--- src/rtl/one_bit_adder.sv ---
// -----------------------------------------------------------------------------
// one_bit_adder
//   1-bit full adder leaf cell with a registered copy of its outputs and an
//   optional bit-serial mode that reuses the same cell with a carry flop to add
//   two SER_WIDTH-bit operands LSB-first.
//
// Ports
//   clk, rst_n     : clock, asynchronous active-low reset
//   a, b, ci       : adder inputs (ci also seeds the serial carry on ser_start)
//   s, co          : combinational sum / carry (independent of clk and reset)
//   reg_en         : capture enable for s_q / co_q
//   s_q, co_q      : registered sum / carry
//   ser_start      : begin (or restart) a serial add
//   ser_bit_valid  : a/b carry the current serial operand bits
//   ser_busy       : serial add in progress
//   ser_done       : one-cycle pulse after the final bit is consumed
//   ser_sum        : assembled serial sum, bit 0 = first bit added
//   ser_cout       : final carry of the serial add
// -----------------------------------------------------------------------------
module one_bit_adder #(
   parameter int unsigned SER_WIDTH = 4,
   parameter int unsigned CNT_W     = 6
) (
   input  logic                 clk,
   input  logic                 rst_n,
   input  logic                 a,
   input  logic                 b,
   input  logic                 ci,
   output logic                 s,
   output logic                 co,
   input  logic                 reg_en,
   output logic                 s_q,
   output logic                 co_q,
   input  logic                 ser_start,
   input  logic                 ser_bit_valid,
   output logic                 ser_busy,
   output logic                 ser_done,
   output logic [SER_WIDTH-1:0] ser_sum,
   output logic                 ser_cout
);

   localparam int unsigned LAST_IDX = SER_WIDTH - 1;

   typedef enum logic {
      IDLE = 1'b0,
      RUN  = 1'b1
   } state_t;

   // Full adder cell: returns {carry, sum}.
   function automatic logic [1:0] full_add(input logic x, input logic y, input logic z);
      return {(x & y) | (x & z) | (y & z), x ^ y ^ z};
   endfunction

   state_t               state_q, state_d;
   logic                 carry_q, carry_d;
   logic [CNT_W-1:0]     cnt_q, cnt_d;
   logic [SER_WIDTH-1:0] sum_q, sum_d;
   logic                 cout_q, cout_d;
   logic                 busy_q, busy_d;
   logic                 done_q, done_d;
   logic                 ser_s, ser_c;

   // Combinational path: depends only on a, b, ci.
   assign {co, s} = full_add(a, b, ci);

   // Serial cell: same adder with the carry taken from the feedback flop.
   assign {ser_c, ser_s} = full_add(a, b, carry_q);

   // Registered copy of the combinational outputs.
   always_ff @(posedge clk or negedge rst_n) begin
      if (!rst_n) begin
         s_q  <= 1'b0;
         co_q <= 1'b0;
      end else if (reg_en) begin
         s_q  <= s;
         co_q <= co;
      end
   end

   // Serial state register.
   always_ff @(posedge clk or negedge rst_n) begin
      if (!rst_n) begin
         state_q <= IDLE;
         carry_q <= 1'b0;
         cnt_q   <= '0;
         sum_q   <= '0;
         cout_q  <= 1'b0;
         busy_q  <= 1'b0;
         done_q  <= 1'b0;
      end else begin
         state_q <= state_d;
         carry_q <= carry_d;
         cnt_q   <= cnt_d;
         sum_q   <= sum_d;
         cout_q  <= cout_d;
         busy_q  <= busy_d;
         done_q  <= done_d;
      end
   end

   // Serial next-state logic; ser_start takes priority over a final bit.
   always_comb begin
      state_d = state_q;
      carry_d = carry_q;
      cnt_d   = cnt_q;
      sum_d   = sum_q;
      cout_d  = cout_q;
      busy_d  = busy_q;
      done_d  = 1'b0;

      case (state_q)
         IDLE: begin
            if (ser_start) begin
               state_d = RUN;
               carry_d = ci;
               cnt_d   = '0;
               sum_d   = '0;
               cout_d  = 1'b0;
               busy_d  = 1'b1;
            end
         end
         RUN: begin
            if (ser_start) begin
               carry_d = ci;
               cnt_d   = '0;
               sum_d   = '0;
               cout_d  = 1'b0;
               busy_d  = 1'b1;
            end else if (ser_bit_valid) begin
               carry_d = ser_c;
               sum_d   = {ser_s, sum_q[SER_WIDTH-1:1]};
               cnt_d   = cnt_q + CNT_W'(1);
               if (cnt_q == CNT_W'(LAST_IDX)) begin
                  cout_d  = ser_c;
                  done_d  = 1'b1;
                  busy_d  = 1'b0;
                  state_d = IDLE;
               end
            end
         end
         default: state_d = IDLE;
      endcase
   end

   assign ser_busy = busy_q;
   assign ser_done = done_q;
   assign ser_sum  = sum_q;
   assign ser_cout = cout_q;

endmodule

--- config.mk ---
export PLATFORM = sky130hd
export DESIGN_NAME = one_bit_adder
export DESIGN_NICKNAME = d
export VERILOG_FILES = /design/src/rtl/one_bit_adder.sv
export SDC_FILE = /design/constraint.sdc
export NUM_CORES = 1
export LEC_CHECK = 0
export BUFFER_PORTS_ARGS = -buffer_cell sky130_fd_sc_hd__clkbuf_2
export CORE_MARGIN = 3
export CORE_UTILIZATION = 50
export DETAILED_ROUTE_END_ITERATION = 7
export GPL_ROUTABILITY_DRIVEN = 0
export PLACE_DENSITY = 0.82
export SETUP_SLACK_MARGIN = 0.1
export SLEW_MARGIN = 20
export SYNTH_ARGS = -nofsm -noshare
export SYNTH_HDL_FRONTEND = slang
export SYNTH_SLANG_ARGS = --single-unit
export TNS_END_PERCENT = 1
--- constraint.sdc ---
create_clock -name clk -period 1.4 [get_ports clk]
set_input_delay 0.14 -clock clk [delete_from_list [all_inputs] [get_ports clk]]
set_output_delay 0.14 -clock clk [all_outputs]
set_load 0.05 [all_outputs]
==> impl_metrics.json <==
{
  "placed_cells_incl_taps": 109,
  "synthDistinctLibCells": 26,
  "rr_startpoint": "cnt_q[0]$_DFFE_PN0P_",
  "synth-edff-count": 0,
  "io_pins": 19,
  "finalWorstSetupSlack_ps": 143,
  "number_of_global_route_vias_before_repair": 551,
  "preCtsSetupSlack_ps": 64.6,
  "synth_top_family_by_area": "simple AND/OR/NAND/NOR gates",
  "maxClockFrequency_ghz": 0.796,
  "post_synth_main_area_contributors": "sky130_fd_sc_hd__dfrtp_1 53%, sky130_fd_sc_hd__nand2_1 5.6%, sky130_fd_sc_hd__fa_1 5.0%, sky130_fd_sc_hd__mux2_2 4.2%, sky130_fd_sc_hd__a21oi_1 3.7%",
  "detailedPlacementHpwl_um": 1120,
  "synthesized_flop_and_latch_total": 17,
  "cts_tree": "yes",
  "antennaDiodeCount": 0,
  "status": "completed",
  "syn-instance-count": 77,
  "whs_endpoint": "carry_q$_DFFE_PN0P_",
  "drt.antenna.violating_nets": 0,
  "clk_root_buffer_cell": "sky130_fd_sc_hd__clkbuf_4",
  "synthSimpleGateAreaFrac_pct": 18.1,
  "rows": 13,
  "die_width_um": 46.1,
  "multiplexer_share_of_the_synthesized_area_pct": 6.71,
  "tightest_slew_ps": 415,
  "clkSinkCount": 17,
  "r2r_end": "cnt_q[4]$_DFFE_PN0P_",
  "clk-insertion-delay-late_ps": 300,
  "synth-async-reset-ratio_pct": 100,
  "initial_core_util_pct": 57.3,
  "synth_top_cell_by_area": "sky130_fd_sc_hd__dfrtp_1",
  "critical_path.n_buffers_inverters": 0,
  "vdd_ir_drop_max_mv": 0.564,
  "io_buffers": 18,
  "fp.dieArea_sq_um": 2120,
  "routed_wire_length_per_instance_um": 12.8,
  "timing_max_transition_violations_final": 0,
  "post-synth-top-area-fraction_pct": 53.0,
  "mappedNetlistArea_sq_um": 802,
  "synth-compound-area-share_pct": 8.58,
  "final-instance-count-excl-fill": 116,
  "final_min_period_over_clock_period_pct": 89.8,
  "internal_reg_to_reg_setup_slack_ps": 140,
  "hold_start": "ci",
  "crit_arrival_ps": 1490,
  "timing.hold.worst_path_depth": 3,
  "globalRouteTotalUtil_pct": 16.4,
  "htree_num_levels": 1,
  "endpoint_kind": "flop",
  "final_net_count": 113,
  "synth_fp_nets": 88,
  "critical-path-top-delay-family": "simple AND/OR/NAND/NOR gates",
  "remaining_drc_errors": 0,
  "drt_iter0_drc": 13,
  "critPathMaxStageDelay_ps": 370,
  "crit_slowest_cell": "sky130_fd_sc_hd__dfrtp_1",
  "layout-drive-gt1-share_pct": 32.7,
  "p_leak_nw": 0.467,
  "fraction_of_the_core_area_covered_by_cells_at_the_end_of_the_flow_pct": 69.1,
  "grt_pass1_wl_um": 2420,
  "fp.dieH_um": 46.1,
  "max_cap_violations": 0,
  "hold_path_class": "primary input to flop",
  "syn_area_per_cell_sq_um": 10.4,
  "critical_path_peak_fanout": 3,
  "yosysWarnings": 0,
  "global_route.overflow_total": 0,
  "synth_seq_area_share_pct": 53.0,
  "cts_made_buffers": 3,
  "synth-xor-area-share_pct": 2.18,
  "power_density_cells_nw_per_um2": 1040,
  "dr.pass1.iters": 4,
  "criticalPathCategory": "flop to flop",
  "clk_transition_reported_paths_ps": 100,
  "tns_ps": 0,
  "post-route-min-period_ps": 1260,
  "cp_cell_sequence": "ha_1 -> nand3_1 -> or3_1 -> a21oi_1",
  "grt_start_max_net_pins": 19,
  "vias": 622,
  "final-setup-viol-count": 0,
  "timing.critical_path.from_type": "flop",
  "via_count_normalized_by_instance_count": 5.36,
  "synthesis_to_finish_area_growth_pct": 20.6,
  "synthTopCellsByCount": "17 x sky130_fd_sc_hd__dfrtp_1, 12 x sky130_fd_sc_hd__nand2_1, 6 x sky130_fd_sc_hd__a21oi_1",
  "clock_skew_ps": 10.8,
  "synth.most_common_cell": "sky130_fd_sc_hd__dfrtp_1",
  "cts_buffer_depth": 2,
  "postSynth.topFlopCell": "sky130_fd_sc_hd__dfrtp_1",
  "wirelength_um": 1480,
  "report.final.hold_viol_count": 0,
  "grt_setup_unrepaired": "true",
  "reg2reg_depth": 4,
  "antenna_found_initial": 0,
  "yosys.area_share.adder_pct": 6.55,
  "maxSlewHeadroom_pct": 72.3,
  "core_area_sq_um": 1400,
  "critPathRequiredTime_ps": 1630
}
[kinds of logic (layout without fill, tap and decap cells)]
kind of cell               count (synthesis)  count (layout)
and+or+nand+nor                           30              30
DFF                                       17              17
buffers and inverters                      8              32
adders and majority gates                  3               3
AOI/OAI and AO/OA                         12              12
muxes                                      5               5
xor gates and xnor gates                   2               2
[sequential cells by signal, indices dropped and copies added, names as in the netlist]
name      cells
ser_cout      1
carry_q       1
cnt_q         6
co_q          1
state_q       1
s_q           1
ser_busy      1
ser_done      1
ser_sum       4
[layer usage]
metal | up-vias | GRT usage [%] | share of wire (%)
met5 | - | 0 | 0
met4 | 0 | 5.11 | 1.3
met3 | 3 | 5.86 | 5.7
met2 | 21 | 23.6 | 51
met1 | 290 | 22.9 | 42
li1 | 308 | - | -
[stage by stage]
step | total power, mW | hold WS, ps | cell area, sq um
3_5_place_dp | 0.750 | 91.7 | 908
5_1_grt | 1.06 | 104 | 967
3_3_place_gp | 0.745 | 87.7 | 908
4_1_cts | 1.02 | 90.1 | 961
6_report | 1.01 | 105 | 967
2_1_floorplan | 0.697 | -156 | 805
[placed cells by master, fill, tap and decap left out, drive strengths merged, types with 2 or more instances in the layout]
| cell type | Yosys | layout |
|---|---|---|
| or3 | 2 | 2 |
| nor2 | 4 | 4 |
| o21ai | 3 | 3 |
| mux2 | 3 | 3 |
| xnor2 | 2 | 2 |
| fa | 2 | 2 |
| a21oi | 6 | 6 |
| buf | 3 | 4 |
| inv | 5 | 5 |
| nand3 | 4 | 4 |
| mux2i | 2 | 2 |
| clkbuf | 0 | 21 |
| nand2 | 12 | 12 |
| dfrtp | 17 | 17 |
| a21o | 2 | 2 |
[timing repair]
| action | 4_1_cts | 5_1_grt |
|---|---|---|
| setup buffers | 2 | 0 |
| hold buffers | 1 | 0 |
| endpoints found under the setup margin | 1 | 5 |
| endpoints found under the hold margin | 17 | 0 |
| gates resized for setup | 0 | 1 |
[tightest hold or removal path: cells and delay by family]
family          cells  cell delay (ps)
compound gates      1               60
simple gates        1               50
buf+inv             1              110
[cell type report]
type                       instances  area [sq um]
multi-input combinational         52           347
timing repair buffer              23           130
clock inverter                     1          5.00
inverter                           5          18.8
clock buffer                       3          22.5
fill                             120           432
sequential                        17           425
tap                               15          18.8
[where the power goes]
part           internal, mW  switching, mW  leakage, nW  total [mW]
logic                0.0675          0.152        0.231       0.219
registers             0.516         0.0143        0.218       0.530
clock network         0.107          0.153       0.0177       0.260
[worst max path at each step]
stage	start	endpoint	cells after the start
after floorplan	cnt_q[0]$_DFFE_PN0P_	cnt_q[4]$_DFFE_PN0P_	4
after global routing	cnt_q[0]$_DFFE_PN0P_	cnt_q[4]$_DFFE_PN0P_	4
after CTS	state_q$_DFF_PN0_	cnt_q[3]$_DFFE_PN0P_	3
after detailed placement	cnt_q[0]$_DFFE_PN0P_	cnt_q[4]$_DFFE_PN0P_	4
after global placement	cnt_q[0]$_DFFE_PN0P_	cnt_q[4]$_DFFE_PN0P_	4
final	cnt_q[0]$_DFFE_PN0P_	cnt_q[4]$_DFFE_PN0P_	4
(Power assumes the default switching activity.)
